===== src/rtl/gcd_controller_pkg.sv =====
`default_nettype none
// ============================================================================
// Module  : gcd_controller_pkg
// Purpose : Shared state encodings, widths and helpers for the GCD controller.
// Revision: 1.0 - initial release
// ============================================================================
package gcd_controller_pkg;

    localparam int GCD_WIDTH = 16;

    typedef enum logic [1:0] {
        GCD_IDLE = 2'd0,
        GCD_CMP  = 2'd1,
        GCD_DONE = 2'd2,
        GCD_ERR  = 2'd3
    } gcd_state_t;

    // The datapath drives exactly one compare flag per cycle.
    function automatic logic flags_onehot(input logic gt, input logic eq, input logic lt);
        return ({gt, eq, lt} == 3'b100) || ({gt, eq, lt} == 3'b010) ||
               ({gt, eq, lt} == 3'b001);
    endfunction

endpackage
`default_nettype wire


===== src/rtl/gcd_controller_iter_counter.sv =====
`default_nettype none
// ============================================================================
// Module  : gcd_controller_iter_counter
// Purpose : Saturating iteration counter used as the GCD watchdog.
// Revision: 1.0 - initial release
// ============================================================================
module gcd_controller_iter_counter #(
    parameter int ITER_W   = 17,
    parameter int MAX_ITER = 65535
) (
    input  logic clk,
    input  logic rst,
    input  logic i_clr,
    input  logic i_inc,
    output logic o_at_max
);

    localparam logic [ITER_W-1:0] c_max = ITER_W'(MAX_ITER);

    logic [ITER_W-1:0] r_count;

    // Holds at the limit instead of wrapping so the watchdog cannot be missed.
    always_ff @(posedge clk) begin
        if (!rst) begin
            r_count <= '0;
        end else if (i_clr) begin
            r_count <= '0;
        end else if (i_inc && (r_count != c_max)) begin
            r_count <= r_count + 1'b1;
        end
    end

    assign o_at_max = (r_count == c_max);

endmodule
`default_nettype wire


===== src/rtl/gcd_controller.sv =====
`default_nettype none
// ============================================================================
// Module  : gcd_controller
// Purpose : Handshaked sequencer for the subtractive GCD datapath with watchdog.
// Revision: 1.0 - initial release
// ============================================================================
module gcd_controller
    import gcd_controller_pkg::*;
#(
    parameter int WIDTH    = GCD_WIDTH,
    parameter int MAX_ITER = 65535,
    parameter int ITER_W   = 17
) (
    input  logic             clk,
    input  logic             rst,
    input  logic             in_valid,
    output logic             in_ready,
    input  logic [WIDTH-1:0] in1,
    input  logic [WIDTH-1:0] in2,
    input  logic             a_gt_b,
    input  logic             a_eq_b,
    input  logic             a_lt_b,
    output logic             a_sel,
    output logic             b_sel,
    output logic             a_ld,
    output logic             b_ld,
    output logic             output_en,
    output logic             busy,
    output logic             out_valid,
    input  logic             out_ready,
    output logic             err
);

    gcd_state_t r_state;
    gcd_state_t w_next_state;
    logic       w_cnt_clr;
    logic       w_cnt_inc;
    logic       w_at_max;
    logic       w_zero_operand;
    logic       w_take_eq;

    assign w_zero_operand = (in1 == '0) || (in2 == '0);
    // A corrupt flag set is resolved as "equal" so the job always terminates.
    assign w_take_eq      = a_eq_b || !flags_onehot(a_gt_b, a_eq_b, a_lt_b);

    gcd_controller_iter_counter #(
        .ITER_W  (ITER_W),
        .MAX_ITER(MAX_ITER)
    ) u_iter_counter (
        .clk     (clk),
        .rst     (rst),
        .i_clr   (w_cnt_clr),
        .i_inc   (w_cnt_inc),
        .o_at_max(w_at_max)
    );

    always_comb begin
        w_next_state = r_state;
        in_ready     = 1'b0;
        a_sel        = 1'b0;
        b_sel        = 1'b0;
        a_ld         = 1'b0;
        b_ld         = 1'b0;
        output_en    = 1'b0;
        busy         = 1'b0;
        out_valid    = 1'b0;
        err          = 1'b0;
        w_cnt_clr    = 1'b0;
        w_cnt_inc    = 1'b0;

        case (r_state)
            GCD_IDLE: begin
                in_ready = 1'b1;
                if (in_valid) begin
                    if (w_zero_operand) begin
                        w_next_state = GCD_ERR;
                    end else begin
                        a_sel        = 1'b1;
                        b_sel        = 1'b1;
                        a_ld         = 1'b1;
                        b_ld         = 1'b1;
                        w_cnt_clr    = 1'b1;
                        w_next_state = GCD_CMP;
                    end
                end
            end
            GCD_CMP: begin
                busy = 1'b1;
                if (w_take_eq) begin
                    output_en    = 1'b1;
                    w_next_state = GCD_DONE;
                end else if (w_at_max) begin
                    w_next_state = GCD_ERR;
                end else if (a_gt_b) begin
                    a_ld      = 1'b1;
                    w_cnt_inc = 1'b1;
                end else begin
                    b_ld      = 1'b1;
                    w_cnt_inc = 1'b1;
                end
            end
            GCD_DONE: begin
                out_valid = 1'b1;
                if (out_ready) begin
                    w_next_state = GCD_IDLE;
                end
            end
            GCD_ERR: begin
                out_valid = 1'b1;
                err       = 1'b1;
                if (out_ready) begin
                    w_next_state = GCD_IDLE;
                end
            end
            default: begin
                w_next_state = GCD_IDLE;
            end
        endcase

        // While reset is held nothing may reach the datapath or the consumer.
        if (!rst) begin
            a_sel        = 1'b0;
            b_sel        = 1'b0;
            a_ld         = 1'b0;
            b_ld         = 1'b0;
            output_en    = 1'b0;
            busy         = 1'b0;
            out_valid    = 1'b0;
            err          = 1'b0;
            w_cnt_clr    = 1'b0;
            w_cnt_inc    = 1'b0;
            w_next_state = GCD_IDLE;
        end
    end

    always_ff @(posedge clk) begin
        if (!rst) begin
            r_state <= GCD_IDLE;
        end else begin
            r_state <= w_next_state;
        end
    end

endmodule
`default_nettype wire

===== config.mk =====
export PLATFORM = sky130hd
export DESIGN_NAME = gcd_controller
export DESIGN_NICKNAME = d
export VERILOG_FILES = /design/src/rtl/gcd_controller_pkg.sv /design/src/rtl/gcd_controller_iter_counter.sv /design/src/rtl/gcd_controller.sv
export SDC_FILE = /design/constraint.sdc
export NUM_CORES = 1
export LEC_CHECK = 0
export ABC_AREA = 1
export CAP_MARGIN = 20
export CORE_MARGIN = 2
export CORE_UTILIZATION = 41
export DETAILED_ROUTE_END_ITERATION = 6
export PLACE_DENSITY = 0.76
export SLEW_MARGIN = 20
export SYNTH_ARGS = -nofsm -noshare
export SYNTH_HDL_FRONTEND = slang
export SYNTH_SLANG_ARGS = --single-unit

===== constraint.sdc =====
create_clock -name clk -period 2 [get_ports clk]
set_clock_uncertainty 0.1 [all_clocks]
set_input_delay 0.4 -clock clk [delete_from_list [all_inputs] [get_ports clk]]
set_output_delay 0.4 -clock clk [all_outputs]
set_load 0.01 [all_outputs]

# Yosys cells after proc, flatten, opt, wreduce, memory -nomap -nowiden
# Index checks and enable logic that the tools add are counted.
# totals
register_bits	19
word_cells	61
# classes
n_eq_ne	11
n_bitwise	1
muxes	34
n_addsub	1
n_reduce_logical	12
# op_table
op	count
16-bit zero test	2
1-bit two-way mux	26
17-bit by 1-bit adder with 17-bit output, second input constant	1
17-bit by 16-bit equality test with 1-bit output, second input constant	1
17-bit by 16-bit != test with 1-bit output, second input constant	1
2-bit two-way mux	5
2-bit one-hot mux with 3 select lines	1
2-bit equality test, second input constant	2
1-bit logical OR	4
1-bit one-hot mux with 2 select lines	2
2-bit OR reduction	2
3-bit by 1-bit equality test with 1-bit output, second input constant	1
3-bit by 2-bit equality test with 1-bit output, second input constant	1
3-bit equality test, second input constant	1
3-bit by 2-bit != test with 1-bit output, second input constant	1
3-bit AND reduction	1
2-bit by 1-bit equality test with 1-bit output, second input constant	1
2-bit zero test	1
2-bit by 1-bit != test with 1-bit output, second input constant	1
2-bit != test, second input constant	1
1-bit logical AND	1
1-bit zero test	1
1-bit NOT	1

# Longest topological paths before layout
# logic_depth
ltp_word	9
ltp_mapped	13
depth_no_buf	13

# By module
# From an unflattened synthesis, not the netlist that was laid out.
# unflattened
cells_unflattened	210
hier_area_um2	1276.2
# modules_own_cells
module	area_per_inst_um2	seq_area_each_um2	cells_each	instances
gcd_controller_iter_counter	944.7	340.3	140	1
gcd_controller	331.6	40.0	70	1

# Worst setup path before layout
# No wires, ideal clock.
# synth_path
path_type	register to output
from	register u_iter_counter.r_count[0]
to	output b_ld
stages_incl_launch_ff	11
t_arrival_ps	1775
required_ps	1500
path_buffers	0
setup_slack_ps	-275
cell_sequence	dfxtp_1 ha_1 nand2_1 nor2_1 nand2_1 nor4_1 ha_1 inv_1 nand3_4 or2_2 a21oi_1
# synth_between
elab_chain_cells	5
# synth_lines
element	line_no	rtl
start: declaration	gcd_controller_iter_counter.sv:20	logic [ITER_W-1:0] r_count;
start signal: assignment	gcd_controller_iter_counter.sv:29	r_count <= r_count + 1'b1;
17-bit by 16-bit equality test with 1-bit output	gcd_controller_iter_counter.sv:33	assign o_at_max = (r_count == c_max);
1-bit two-way mux	gcd_controller.sv:92	end else if (w_at_max) begin
1-bit two-way mux	gcd_controller.sv:89	if (w_take_eq) begin
1-bit one-hot mux with 2 select lines	gcd_controller.sv:71	case (r_state)
1-bit two-way mux	gcd_controller.sv:121	if (!rst) begin
end: declaration	gcd_controller.sv:26	output logic b_ld,
# No other way between the ends.

# Worst setup path after layout
# Ends and elaborated chain as after synthesis.

==> results.txt <==
At the worst endpoint, the arrival time is about 1.9 ns. The count of non-filler cells in the finished layout came out at 367. After layout, the minimum clock period comes to 2.39 ns. The net count of the finished layout is 363. OpenSTA, run right after detailed placement, puts the worst setup slack at -0.663 ns. In this run, the number of DRC markers left after iteration 0 of detailed routing was 104. The total of warnings raised by yosys came out at 0. The setup slack after layout is -0.393 ns.

The root buffer cell is clkbuf_4. The first-pass GRT wire length came out at 7160 um. The CTS tree is built. The power density relative to cell area is 422 nW/um^2. The total leakage power came out at 1.11 nW.

The core region is 3310 um^2. Counting along the longest clock path gives a buffer depth of 2. The die area is between 3000 and 4000 um^2.

The overall track demand over capacity in global routing came out at 0.224. The final reports fail on negative setup slack. In this run, CTS created clock tree buffers numbering 3. The measured slew at the worst slew-check pin came out at 0.267 ns. The clock net in this run drives a total of 19 sinks. In the layout the commonest cells are nand2_1 (60), buf_4 (43), clkdlybuf4s50_1 (33), nor2_1 (31), inv_1 (18). After detailed routing, the average wire length per cell comes to 11.9 um. In this run the core area contains 21 standard-cell rows.

The final number of hold-violating endpoints came to 0. The endpoint kind of the worst setup timing path is an output pin. The number of nets in the synthesized netlist came out at about 270. The total global routing overflow is 0. In the final layout, the share of cells above drive strength 1 is 0.389.

Yosys mapped the design onto 29 distinct sky130hd cell types. Of the synthesized area, sequential elements account for 0.271. The number of synthesized register bits came out at 19. The run finished, with violations left.

The number of instances in the synthesized netlist is 224. The max-slew violation total from the final report came out at 0. The count of nets left with antenna violations once routing finished came out at 0. The number of global-route vias before repair is about 1700. The worst max-slew margin expressed relative to the limit came out at 0.821. The CTS H-tree depth came out at 1. The critical path is of the register to output pin type. The leading cell type in the layout, fill and taps excluded is nand2_1.

The HPWL after detailed placement is 3080 um. The weighted congestion reported at the end of routability-driven placement came out at roughly 0.75. The achievable frequency came out at ~420 MHz. The average via count per standard cell is 4.82. The number of port buffers came out at 47.

The path depth of the worst reg2reg path is 16. The die outline height is 62.5 um. The clock edge transition at the registers on the reported setup and hold paths came out at 0.12 ns.

The number of diodes is 0. The worst hold path cell count is 2. Sorting the synthesized cells by area gives the leading types as dfxtp_1 (27%), nand2_1 (21%), nor2_1 (9.9%), inv_1 (5.1%), a21oi_1 (5.0%). The initial antenna violation count is 0. Setup repair after global routing could not meet its margin everywhere. The iteration count of the initial detailed-routing pass came out at 4. The synthesized design spends more area on one cell type than any other, namely dfxtp_1. The number of failing setup endpoints in the final timing report is 19. The total wire length after detailed routing is 4370 um. The path class of the tightest hold or removal check is register to register.

The peak ir drop on the vdd network is 276 uV. The source-to-sink clock delay at the later pin of the worst-skew pair came out at between 0.3 and 0.4 ns. The area growth from synthesis to layout is 82.6%. The number of max-capacitance violations reported came out at 0.

Final hold analysis gives a worst-case slack of just under 0.4 ns. The required time reported for the critical path endpoint is 1.50 ns. The worst setup path is launched from a register. After detailed routing, the number of remaining DRC violations is 0. The routed layout has about 1800 vias. Dividing the final minimum period by the clock period gives 1.20. 48 I/O pins were placed.

The maximum net fanout on the critical path is 2. Hold repair after CTS inserted 0 buffers. The total standard cell area after synthesis came out at 1400 um^2.

For this configuration, the core starts out at a cell density of 0.424. The synthesized area divided by synthesized cell count came out at 6.27 um^2. Measured along the x axis, the die boundary spans 62.5 um. The post-placement cell count is 354.

The pin count of the biggest net entering global routing came out at 18. The share of the synthesized area in the top cell type came out at 0.271.
worst max-delay path: stages, from the launching register on:
cell and delay (ns):
dfxtp_2 0.36, ha_4 0.16, nand2_4 0.07, nor2_4 0.04, nand2_2 0.10, nor4_4 0.04
ha_2 0.18, inv_2 0.08, nand3_4 0.07, or2_4 0.24, a21oi_4 0.12, buf_6 0.11
where the power goes:
group	switching, mW	internal (mW)	total, mW
Combinational	0.223	0.242	0.465
Clock	0.136	0.0748	0.211
Sequential	0.0124	0.393	0.406
final cells by class:
| cell class | instances | area, um^2 |
|---|---|---|
| repair buffers | 98 | 915 |
| well taps | 46 | 57.6 |
| clock inverters | 1 | 5.00 |
| clock buffers | 3 | 22.5 |
| inverters | 20 | 75.1 |
| multi-input cells | 180 | 1100 |
| flip-flops and latches | 19 | 385 |
| fillers | 245 | 747 |
through the flow:
stage	power, mW	instance area [um^2]	setup TNS [ns]	util
after detailed placement	0.849	2300	-3.39	0.694
after global routing	1.14	2560	-3.75	0.774
final	1.08	2560	-1.79	0.774
after global placement	0.843	2300	-3.08	0.694
after CTS	1.08	2470	-5.43	0.746
after floorplan	0.610	1460	-0.0401	-
what timing repair did:
action / CTS / global route
buffers inserted: 7 / 2
endpoints found under the hold margin: 0 / 0
gates resized for setup: 38 / 46
cloned: 2 / 0
pin swaps: 20 / 19
endpoints found under the setup margin: 10 / 25
layer usage:
layer / part of all wire / global-route usage / up-vias
li1: - / - / 898
met1: 0.40 / 0.273 / 812
met2: 0.54 / 0.417 / 47
met3: 0.035 / 0.0180 / 11
met4: 0.022 / 0.0667 / 0
met5: 0 / 0 / -
cell usage after synthesis, drive strengths merged:
library cell,instances
nor2,45
or2,1
o21bai,1
inv,20
nor4,1
nand2,80
ha,2
nand3b,2
xor2,6
xnor2,1
clkbuf,1
nor3,1
nand4,6
a21oi,17
dfxtp,19
buf,4
nand3,17
kinds of logic (layout without fill, tap and decap cells):
group	Yosys count	after routing	synth area share
flops	19	19	0.271
compound gates	18	18	0.0740
buf+inv	25	122	0.0847
fa+ha+maj	2	2	0.0178
xor+xnor	7	7	0.0437
simple gates	153	153	0.509
registers in the layout, indices dropped and copies added, names as in the netlist:
| register | flops |
|---|---|
| u_iter_counter.r_count | 17 |
| r_state | 2 |
final timing paths:
| check | slack (ns) | to | start |
|---|---|---|---|
| worst min-delay path | 0.39 | u_iter_counter.r_count[16] | u_iter_counter.r_count[16] |
| worst min register to register | 0.39 | u_iter_counter.r_count[16] | u_iter_counter.r_count[16] |
| worst max register to register | -0.15 | u_iter_counter.r_count[11] | u_iter_counter.r_count[0] |
| worst max-delay path | -0.39 | b_ld | u_iter_counter.r_count[0] |
Note: power is estimated with default switching activity, not from simulation.
==> variant: new RTL, same settings <==
Make the reset (`rst`) asynchronous in 2 clocked blocks.
--- a/src/rtl/gcd_controller_iter_counter.sv
+++ b/src/rtl/gcd_controller_iter_counter.sv
@@ -22,3 +22,3 @@
     // Holds at the limit instead of wrapping so the watchdog cannot be missed.
-    always_ff @(posedge clk) begin
+    always_ff @(posedge clk or negedge rst) begin
         if (!rst) begin
--- a/src/rtl/gcd_controller.sv
+++ b/src/rtl/gcd_controller.sv
@@ -135,3 +135,3 @@
 
-    always_ff @(posedge clk) begin
+    always_ff @(posedge clk or negedge rst) begin
         if (!rst) begin
Function: differs if rst is asserted again (counterexample within 4 cycles, from zero or initial values and one cycle with rst low); with rst held inactive, the same outputs for 10 cycles.
==> variant against the original RTL <==
The run still ends with setup timing left; sequential power rose by 9.4%; final area rose by 1.7%; combinational power rose by 88%; via count rose by 0.62%; power rose by 42%; worst setup slack got worse by 360 ps; synthesized area fell by 5.3%; non-clock buffer count rose by 18; routed wire length rose by 25%; sequential cell count did not move; critical path type is now reg2reg; largest cell class is now non-clock buffers; highest routed layer unchanged.
==> variant: results (changes against the original RTL) <==
[synthesis]
synth_cell_types = 28  ; -3.4%
netlist_top_cells_count = nor2_1, nand2_1, inv_1
synth_top_area_share_pct = 35.8  ; +8.7 points
synth_ff_type = dfrtp_1
yosys_warnings = 0  ; unchanged
synth_area_leaders = dfrtp_1, nor2_1, nand2_1, inv_1, nand3_1
synth_nets = 238  ; -10%
synthArstFlopShare_pct = 100  ; +100 points
ys_seq_area_share_pct = 35.8  ; +8.7 points

[sta]
fmax_mhz = 363  ; -13%
maxSlewHeadroom_pct = 77.8  ; -4.3 points
final.setup.worst_slack_ps = -753  ; -360 ps
finalSetupViolCount = 23  ; +4

[placement]
globalplace.congestion = 0.817  ; +9.3%
post-place-ws_ps = -639  ; +24.4 ps
placed_area_um2 = 2170  ; -5.3%
port_buffers = 47  ; unchanged
dpl.hpwl_um = 2830  ; -8.1%

[hold_path]
worstHoldPathType = in2async

[finish]
n_fill_cell = 186  ; -24%
layout-drive-gt1-share_pct = 40.8  ; +1.8 points
largestRegisters = u_iter_counter.r_count: 17 flops, r_state: 2 flops
antennaDiodeCount = 0  ; unchanged
finalNetCount = 356  ; -1.9%

[run_status]
run_status = complete, but fails checks
violations = setup timing

[clock_tree]
ctsRootBufferMaster = clkbuf_4
cts_max_path_buffers = 2  ; unchanged
cts_inserted_buffers = 3  ; unchanged
clkSlewWorstSetupHoldPaths_ps = 130
htreeDepth = 1  ; unchanged
insertion_delay_ps = 330  ; +20 ps

[worst_setup_path]
slowest_stage = dfrtp_1
cp_max_fo = 2  ; unchanged
crit_path_max_incr_delay_ps = 410  ; +50 ps
crit_arrival_ps = 2910  ; +1020 ps

[routing]
routed_wl_um = 5460  ; +25%
drtIter0Drc = 63  ; -39%
vias = 1779  ; +0.62%
drtPass1Iterations = 4  ; unchanged

[pwr]
switchingPower_mw = 0.568  ; +53%
power_per_cell_area_nw_per_um2 = 591  ; +40%
peakVddDrop_v = 0.000436  ; +58%
leakagePower_nw = 1.38  ; +24%

[global_route]
grt_max_degree = 19  ; +1
grt_pass1_vias = 1631  ; -3.2%
grt_pass1_wl_um = 6980  ; -2.6%
grt_use_total_pct = 25.9  ; +3.5 points
antenna_found_initial = 0  ; unchanged

variant: area by class of cell:
type | count | share of cell area [%]
Sequential cell | 19 | 18.2
Timing Repair Buffer | 116 | 39.6
Clock buffer | 4 | 1.01
Inverter | 27 | 3.98
Multi-Input combinational cell | 148 | 35.1
Tap cell | 44 | 2.11
variant: kinds of logic (layout without fill, tap and decap cells):
| family | Yosys count | in the layout | share of synthesized area [%] |
|---|---|---|---|
| compound gates | 11 | 11 | 4.99 |
| simple gates | 128 | 128 | 43.1 |
| buf+inv | 30 | 147 | 9.60 |
| xor+xnor | 7 | 7 | 4.61 |
| fa+ha+maj | 2 | 2 | 1.88 |
| flops | 19 | 19 | 35.8 |
variant: power by group through the flow:
stage	Combinational, mW	Clock, mW	Sequential [mW]
final	0.875	0.222	0.444
after global routing	0.943	0.233	0.446
after detailed placement	0.650	0	0.445
after global placement	0.636	0	0.445
after floorplan	0.277	0	0.455
after CTS	0.761	0.201	0.441
variant: final timing paths:
check	from	depth (start not counted)	end	slack [ps]
max	u_iter_counter.r_count[0]	19	u_iter_counter.r_count[14]	-750
min	rst	2	r_state[1]	110
max reg2reg	u_iter_counter.r_count[0]	19	u_iter_counter.r_count[14]	-750
min reg2reg	u_iter_counter.r_count[16]	2	u_iter_counter.r_count[16]	460
max in group asynchronous	rst	3	u_iter_counter.r_count[7]	1250
min in group clk	u_iter_counter.r_count[16]	2	u_iter_counter.r_count[16]	460
variant: per-layer routing:
| metal | vias to the layer above | wire (µm) | global-route usage (%) | part of all wire [%] |
|---|---|---|---|---|
| li1 | 849 | - | - | - |
| met1 | 839 | 2100 | 30.5 | 39 |
| met2 | 68 | 2920 | 46.1 | 54 |
| met3 | 23 | 241 | 4.26 | 4.4 |
| met4 | 0 | 185 | 11.2 | 3.4 |
| met5 | - | 0 | 0 | 0 |
variant: worst max-delay path, delay by kind of cell (launching register included):
| family | cells | cell delay, ps |
|---|---|---|
| buf+inv | 11 | 1210 |
| simple gates | 6 | 550 |
| flops | 1 | 410 |
| fa+ha+maj | 1 | 210 |
| compound gates | 1 | 200 |
variant: stage by stage:
| step | cells | hold WS (ps) | total power, mW | TNS, ps |
|---|---|---|---|---|
| final | 358 | 108 | 1.54 | -10330 |
| after global routing | 358 | 131 | 1.62 | -12950 |
| after CTS | 346 | 152 | 1.40 | -7800 |
| after detailed placement | 322 | 390 | 1.09 | -7010 |
| after global placement | 322 | 382 | 1.08 | -6920 |
| after floorplan | 197 | 4.41 | 0.731 | -50.7 |
variant: repair_timing:
action | CTS | global route
pin swaps | 45 | 48
gates resized for setup | 94 | 38
endpoints found under the setup margin | 28 | 25
buffers inserted | 32 | 16
gates cloned | 1 | 0
